$ cat config.mk
export PLATFORM = sky130hd
export DESIGN_NAME = mips_multicycle_ctrl
export DESIGN_NICKNAME = d
export VERILOG_FILES = /design/src/rtl/mips_multicycle_ctrl.sv
export SDC_FILE = /design/constraint.sdc
export NUM_CORES = 1
export LEC_CHECK = 0
export BUFFER_PORTS_ARGS = -buffer_cell sky130_fd_sc_hd__buf_2
export CAP_MARGIN = 5
export CORE_ASPECT_RATIO = 0.6
export CORE_MARGIN = 2
export CORE_UTILIZATION = 46
export CTS_BUF_LIST = sky130_fd_sc_hd__clkbuf_8
export CTS_CLUSTER_SIZE = 24
export DETAILED_ROUTE_END_ITERATION = 10
export PLACE_DENSITY = 0.78
export SYNTH_ARGS = -nofsm -noshare
export SYNTH_HDL_FRONTEND = slang
export SYNTH_SLANG_ARGS = --single-unit
$ cat constraint.sdc
create_clock -name clk -period 1.8 [get_ports clk]
set_input_delay 0.09 -clock clk [delete_from_list [all_inputs] [get_ports clk]]
set_output_delay 0.09 -clock clk [all_outputs]
set_load 0.02 [all_outputs]
$ cat src/rtl/mips_multicycle_ctrl.sv
// Multicycle MIPS control FSM: decodes Op/Funct into datapath controls, with
// MemReady wait states and a watchdog. Optional macro BNE_EN adds bne.
module mips_multicycle_ctrl #(
  parameter int unsigned MAX_WAIT      = 15,
  parameter int unsigned ALUCTRL_WIDTH = 3
) (
  input  logic                     clk,
  input  logic                     reset,
  input  logic [5:0]               Op,
  input  logic [5:0]               Funct,
  input  logic                     Zero,
  input  logic                     MemReady,
  output logic                     PCWrite,
  output logic [1:0]               PCSrc,
  output logic                     IorD,
  output logic                     MemWrite,
  output logic                     IRWrite,
  output logic                     RegDst,
  output logic                     MemtoReg,
  output logic                     RegWrite,
  output logic                     ALUSrcA,
  output logic [1:0]               ALUSrcB,
  output logic [ALUCTRL_WIDTH-1:0] ALUControl,
  output logic                     IllegalOp,
  output logic                     MemTimeout,
  output logic [3:0]               State
);

  localparam int unsigned WD_W = 8;

  typedef enum logic [3:0] {
    S_FETCH    = 4'd0,
    S_DECODE   = 4'd1,
    S_MEMADR   = 4'd2,
    S_MEMREAD  = 4'd3,
    S_MEMWB    = 4'd4,
    S_MEMWRITE = 4'd5,
    S_EXECUTE  = 4'd6,
    S_ALUWB    = 4'd7,
    S_BRANCH   = 4'd8,
    S_ADDIEXEC = 4'd9,
    S_ADDIWB   = 4'd10,
    S_JUMP     = 4'd11
  } state_t;

  localparam logic [5:0] OP_RTYPE = 6'b000000;
  localparam logic [5:0] OP_J     = 6'b000010;
  localparam logic [5:0] OP_BEQ   = 6'b000100;
  localparam logic [5:0] OP_ADDI  = 6'b001000;
  localparam logic [5:0] OP_LW    = 6'b100011;
  localparam logic [5:0] OP_SW    = 6'b101011;
`ifdef BNE_EN
  localparam logic [5:0] OP_BNE   = 6'b000101;
`endif

  localparam logic [2:0] ALU_AND = 3'b000;
  localparam logic [2:0] ALU_OR  = 3'b001;
  localparam logic [2:0] ALU_ADD = 3'b010;
  localparam logic [2:0] ALU_SUB = 3'b110;
  localparam logic [2:0] ALU_SLT = 3'b111;

  state_t          state_q, state_d;
  logic [WD_W-1:0] wd_q;
  logic            wd_inc;
  logic            wd_hit;
  logic [2:0]      alu_op;

`ifdef BNE_EN
  logic bne_q;
`endif

  // Watchdog expiry condition shared by the three memory-wait states
  assign wd_hit = (wd_q == WD_W'(MAX_WAIT)) && !MemReady;

  // State register, wait-cycle counter and bne flag
  always_ff @(posedge clk) begin
    if (reset) begin
      state_q <= S_FETCH;
      wd_q    <= '0;
    end else begin
      state_q <= state_d;
      if ((state_d != state_q) || MemTimeout)
        wd_q <= '0;
      else if (wd_inc)
        wd_q <= wd_q + WD_W'(1);
    end
  end

`ifdef BNE_EN
  always_ff @(posedge clk) begin
    if (reset)
      bne_q <= 1'b0;
    else if (state_q == S_DECODE)
      bne_q <= (Op == OP_BNE);
  end
`endif

  // Next-state and Moore control decode (MemReady gates the memory states)
  always_comb begin
    state_d    = state_q;
    PCWrite    = 1'b0;
    PCSrc      = 2'b00;
    IorD       = 1'b0;
    MemWrite   = 1'b0;
    IRWrite    = 1'b0;
    RegDst     = 1'b0;
    MemtoReg   = 1'b0;
    RegWrite   = 1'b0;
    ALUSrcA    = 1'b0;
    ALUSrcB    = 2'b00;
    alu_op     = 3'b000;
    IllegalOp  = 1'b0;
    MemTimeout = 1'b0;
    wd_inc     = 1'b0;

    case (state_q)
      S_FETCH: begin
        ALUSrcB = 2'b01;
        alu_op  = ALU_ADD;
        if (MemReady) begin
          IRWrite = 1'b1;
          PCWrite = 1'b1;
          state_d = S_DECODE;
        end else if (wd_hit) begin
          MemTimeout = 1'b1;
          state_d    = S_FETCH;
        end else begin
          wd_inc = 1'b1;
        end
      end
      S_DECODE: begin
        ALUSrcB = 2'b11;
        alu_op  = ALU_ADD;
        case (Op)
          OP_LW, OP_SW: state_d = S_MEMADR;
          OP_RTYPE:     state_d = S_EXECUTE;
          OP_BEQ:       state_d = S_BRANCH;
`ifdef BNE_EN
          OP_BNE:       state_d = S_BRANCH;
`endif
          OP_ADDI:      state_d = S_ADDIEXEC;
          OP_J:         state_d = S_JUMP;
          default: begin
            IllegalOp = 1'b1;
            state_d   = S_FETCH;
          end
        endcase
      end
      S_MEMADR: begin
        ALUSrcA = 1'b1;
        ALUSrcB = 2'b10;
        alu_op  = ALU_ADD;
        state_d = (Op == OP_SW) ? S_MEMWRITE : S_MEMREAD;
      end
      S_MEMREAD: begin
        IorD = 1'b1;
        if (MemReady) begin
          state_d = S_MEMWB;
        end else if (wd_hit) begin
          MemTimeout = 1'b1;
          state_d    = S_FETCH;
        end else begin
          wd_inc = 1'b1;
        end
      end
      S_MEMWB: begin
        MemtoReg = 1'b1;
        RegWrite = 1'b1;
        state_d  = S_FETCH;
      end
      S_MEMWRITE: begin
        IorD = 1'b1;
        if (MemReady) begin
          MemWrite = 1'b1;
          state_d  = S_FETCH;
        end else if (wd_hit) begin
          MemTimeout = 1'b1;
          state_d    = S_FETCH;
        end else begin
          MemWrite = 1'b1;
          wd_inc   = 1'b1;
        end
      end
      S_EXECUTE: begin
        ALUSrcA = 1'b1;
        case (Funct)
          6'b100000: alu_op = ALU_ADD;
          6'b100010: alu_op = ALU_SUB;
          6'b100100: alu_op = ALU_AND;
          6'b100101: alu_op = ALU_OR;
          6'b101010: alu_op = ALU_SLT;
          default:   alu_op = ALU_ADD;
        endcase
        state_d = S_ALUWB;
      end
      S_ALUWB: begin
        RegDst   = 1'b1;
        RegWrite = 1'b1;
        state_d  = S_FETCH;
      end
      S_BRANCH: begin
        ALUSrcA = 1'b1;
        alu_op  = ALU_SUB;
        PCSrc   = 2'b01;
`ifdef BNE_EN
        PCWrite = Zero ^ bne_q;
`else
        PCWrite = Zero;
`endif
        state_d = S_FETCH;
      end
      S_ADDIEXEC: begin
        ALUSrcA = 1'b1;
        ALUSrcB = 2'b10;
        alu_op  = ALU_ADD;
        state_d = S_ADDIWB;
      end
      S_ADDIWB: begin
        RegWrite = 1'b1;
        state_d  = S_FETCH;
      end
      S_JUMP: begin
        PCSrc   = 2'b10;
        PCWrite = 1'b1;
        state_d = S_FETCH;
      end
      default: state_d = S_FETCH;
    endcase
  end

  assign ALUControl = ALUCTRL_WIDTH'(alu_op);
  assign State      = state_q;

endmodule

Word-level counts from Yosys, hierarchy flattened
Cells that the tools add are included.
- register bits: 12
- output and inout bits: 21
- bits of input ports: 16
- word-level logic and storage cells: 68
- muxes and demuxes: 29
- reduce and logical (&&, ||, !) cells: 14
- equal/unequal tests: 22
- $add $sub $neg: 1
- operators with widths (cell ; count):
    == test 6 bit, second input constant ; 6
    case mux 4 bit (7 select lines) ; 1
    case mux 4 bit (5 select lines) ; 1
    two-way mux 1 bit ; 17
    == test 4 x 3 -> 1 bit, second input constant ; 4
    == test 4 bit, second input constant ; 4
    two-way mux 4 bit ; 4
    case mux 3 bit (4 select lines) ; 1
    case mux 3 bit (3 select lines) ; 1
    adder 8 x 1 -> 8 bit, second input constant ; 1
    == test 4 x 2 -> 1 bit, second input constant ; 2
    == test 8 x 4 -> 1 bit, second input constant ; 1
    OR reduction 2 bit ; 4
    OR reduction 4 bit ; 2
    == test 6 x 2 -> 1 bit, second input constant ; 1
    == test 6 x 3 -> 1 bit, second input constant ; 1
    == test 6 x 4 -> 1 bit, second input constant ; 1
    zero test 6 bit ; 1
    case mux 2 bit (3 select lines) ; 1
    OR reduction 3 bit ; 2
    OR reduction 6 bit ; 1
    == test 4 x 1 -> 1 bit, second input constant ; 1
    zero test 4 bit ; 1
    != test 4 bit ; 1
    6 further kinds ; 6

Longest topological paths before layout
- word-level depth: 8
- mapped depth: 6
- depth with buffers taken out: 5

Least setup slack after synthesis
No wires, ideal clock.
- kind: reg2reg
- from: register state_q[2] (netlist: State[2])
- to: register wd_q[4]
- required time: 1.732 ns
- path buffers: 1
- period minus slack after synthesis: 1.929 ns
- setup time: 0.068 ns
- arrival time: 1.861 ns
- slack: -0.129 ns
- cell stages (with the launch flop): 7
- cell sequence: dfxtp_1 > buf_6 > or4_4 > o22ai_4 > nand2_2 > or4_4 > a21oi_2
- cells in the longest elaborated chain, start to end: 6
- elaborated cells between the ends (all ways): 18
- those cells by class: eq/ne: 7; mux: 7; reduce/logical: 4
- ends and longest elaborated chain (what ; line ; RTL):
    start, declared ; 62 ; state_t state_q, state_d;
    start signal, assigned ; 81 ; state_q <= state_d;
    two-way mux 4 bit ; 124, 159, 176 ;
    two-way mux 4 bit (on tied branches) ; 173, 120, 157 ;
    case mux 4 bit (7 select lines) ; 116 ; case (state_q)
    != test 4 bit ; 82 ; if ((state_d != state_q) || MemTimeout)
    logical OR 1 bit ; 82 ;
    OR reduction 2 bit (no line) ; - ;
    end signal, assigned ; 85 ; wd_q <= wd_q + WD_W'(1);
    end, declared ; 63 ; logic [WD_W-1:0] wd_q;
Parallel ways exist; a longest one is shown, timed or not.
A chain may end at the register's enable or synchronous reset.

Worst setup path in the final report
- from: register state_q[3] (netlist: State[3])
- to: output MemTimeout
- cells in the longest elaborated chain, start to end: 3
- elaborated cells between the ends (all ways): 5
- those cells by class: eq/ne: 2; mux: 1; reduce/logical: 2
- ends and longest elaborated chain (what ; line ; RTL):
    == test 4 x 3 -> 1 bit, or another cell as far along ; 116 ;
    OR reduction 3 bit (no line) * ; - ;
    two-way mux 1 bit * ; - ;
    end, declared ; 25 ; output logic MemTimeout,
Every way passes the cells marked *; elsewhere a longest branch is shown, timed or not.

==> out/metrics.yaml <==
ys_seq_area_share_pct: 22.7
ir_drop_uv: 338
io_pins: 37
port-buffer-count: 36
period_share_pct: 108
synth_area_um2: 1060
syn_area_per_cell_um2: 7.51
maxCapViolCount: 0
grt_pass1_wl_um: 5510
place_area_um2: 1390
fin_area_um2: 1580
synth_nets: 158
finalSetupViolCount: 11
fillerInstances: 146
die_height_um: 41.2
fp-row-count: 13
vias: 1434
slew_violations: 0
fp.dieW_um: 65.9
post_drt_via_cell_ratio: 6.35
fin_ws_ns: -0.137
worst-setup-path-type: "flip-flop to primary output"
routedWlPerCell_um: 17.1
required_ns: 1.71
num_antenna_cells: 0
fin_nets: 215
most-common-layout-cells: "buf_2, buf_4, nor2_1"
final_layout_size_suffix_gt1_share_pct: 48.5
clock.fmax_ghz: 0.516
grt_start_max_net_pins: 15
max_slew_margin_pct: 71.1
netlist_instances: 141
synth_top_area_cell: "dfxtp_1"
post-route-drc-count: 0
register_area_um2: 253
grt_overflow: 0
min_period_ns: 1.94
worstSetupStartpointType: "flip-flop"
hold_path_class: "primary input to flip-flop"
firstDrtPassIters: 4
yosysUniqueCellTypes: 45
holdBufCountCts: 0
critical_path.endpoint_type: "primary output"
fin_skew_ns: 0.000649
antenna_found_initial: 0
p_switching_uw: 214
p_per_area_nw_per_um2: 454
p_leak_nw: 0.673
cts.htree.levels: 1
final_common_cell: "buf_2"
yosys_warnings: 0
tns_ns: -0.836
power.internal_uw: 502
cp_data_arrival_time_ns: 1.85
crit_fanout: 6
switching_share_pct: 29.9
cts_tree: "done"
cts_num_sinks: 12
worstMarginPinSlew_ns: 0.429
r2r_start: "State[3]"
ys_seq_elements: 12
startpoint: "State[3]"
synth_enable_flop_cells: 0
wl_um: 3860
dp_hpwl_um: 2630
start_util_pct: 48.9
async_flop_share_pct: 0
r2r_end: "wd_q[3]"
synth_flop_cell: "dfxtp_1"
drtIter0Drc: 91
violations: "setup timing"
die-area_um2: 2710
total_power_uw: 715
final-hold-violation-count: 0
antenna_left: 0
core-area_um2: 2160
clk_pin_slew_ns: 0.05
seqPwrFrac_pct: 38.6
rsz0062_at_grt: "yes"
crit_end: "MemTimeout"
routabilityCongestion: 0.870
grt_pass1_vias: 1174
status: "complete, but fails checks"
r2r_slack_ns: -0.10
clock_path_buffers: 2
synth_area_leaders: "dfxtp_1, nor2_1, xor2_1"
track_usage_pct: 27.3
yosysTopAreaCellShare_pct: 22.7
multiInputGateArea_um2: 856
combPwrFrac_pct: 27.5
area_delta_synth_final_pct: 48.8
cts_buffers: 3
root_buffer: "clkbuf_8"
clkPwrFrac_pct: 33.8
clk-insertion-delay-late_ns: 0.24
r2r_cells: 6
repair_timing:
| item | CTS | global route |
|---|---|---|
| buffers inserted | 5 | 0 |
| endpoints found under the setup margin | 11 | 17 |
| pin swaps | 6 | 5 |
| resized for setup | 18 | 9 |
| gates cloned | 0 | 0 |
cells by family (layout without fill, tap and decap cells):
kind of cell | count (synthesis) | count (layout) | synth area share, %
and+or+nand+nor | 79 | 79 | 42.9
AOI/OAI and AO/OA | 32 | 32 | 22.0
DFF | 12 | 12 | 22.7
buffers and inverters | 9 | 64 | 4.26
xor gates and xnor gates | 6 | 6 | 4.96
muxes | 2 | 2 | 2.01
adders and majority gates | 1 | 1 | 1.18
how the worst min path moves through the flow:
stage           from        to  slack [ns]  depth (start not counted)
6_report       reset  State[1]        0.08                          2
5_1_grt        reset  State[1]        0.08                          2
4_1_cts        reset  State[0]        0.07                          2
3_5_place_dp   reset  State[1]        0.32                          2
3_3_place_gp   reset  State[2]        0.32                          2
2_1_floorplan  reset  State[1]        0.15                          1
Yosys cell counts, types with 2 or more instances:
master and count:
o21ai_0 8, nor4_1 3, nand4b_1 2, nor2_1 17, nor2b_1 3, nor3_1 6, nand2b_1 4, or3b_2 3
and3_1 4, nand3b_1 2, nor3b_1 3, nor4bb_1 2, a31oi_1 6, clkbuf_1 6, a21oi_1 4, or4_4 2
xor2_1 5, or2_2 2, nand3_1 4, nand4_1 6, nand2_1 11, nor4b_1 2, a211oi_1 3, dfxtp_1 12
worst max-delay path, cell delays in order, from the launching register on:
cell	delay [ns]
dfxtp_2	0.35
or4_4	0.53
o22ai_4	0.22
or2b_4	0.32
inv_2	0.07
buf_6	0.11
sequential cells by signal (all words and copies together), names as in the netlist:
| register | cells |
|---|---|
| State | 4 |
| wd_q | 8 |
per-layer routing:
metal  track usage [%]  part of all wire [%]  up-vias  routed length (um)
met5                 0                     0        -                   0
met4              5.10                   2.2        0                  84
met3              6.32                   8.8       10                 338
met2              46.0                    46       94                1790
met1              36.8                    43      684                1650
li1                  -                     -      646                   -
power by group through the flow:
stage	sequential [mW]	clock (mW)	combinational [mW]
final	0.276	0.242	0.197
after global placement	0.280	0	0.160
after floorplan	0.280	0	0.0965
after global routing	0.276	0.258	0.208
after CTS	0.276	0.235	0.185
after detailed placement	0.281	0	0.167
layout make-up:
class	count	share of cell area (%)
Clock buffer	3	2.62
Inverter	1	0.238
Multi-Input combinational cell	120	54.3
Sequential cell	12	16.0
Tap cell	30	2.38
Timing Repair Buffer	60	24.4
stage by stage:
stage                     utilization (%)  instances  worst slack (ns)  hold slack (ns)
after global routing                 72.8        226            -0.151           0.0809
after floorplan                         -        141           -0.0360            0.150
final                                72.8        226            -0.137           0.0776
after global placement               64.4        218           0.00836            0.319
after detailed placement             64.4        218            -0.120            0.318
after CTS                            71.1        226           -0.0800           0.0729
Power figures use the tool's default switching activity.
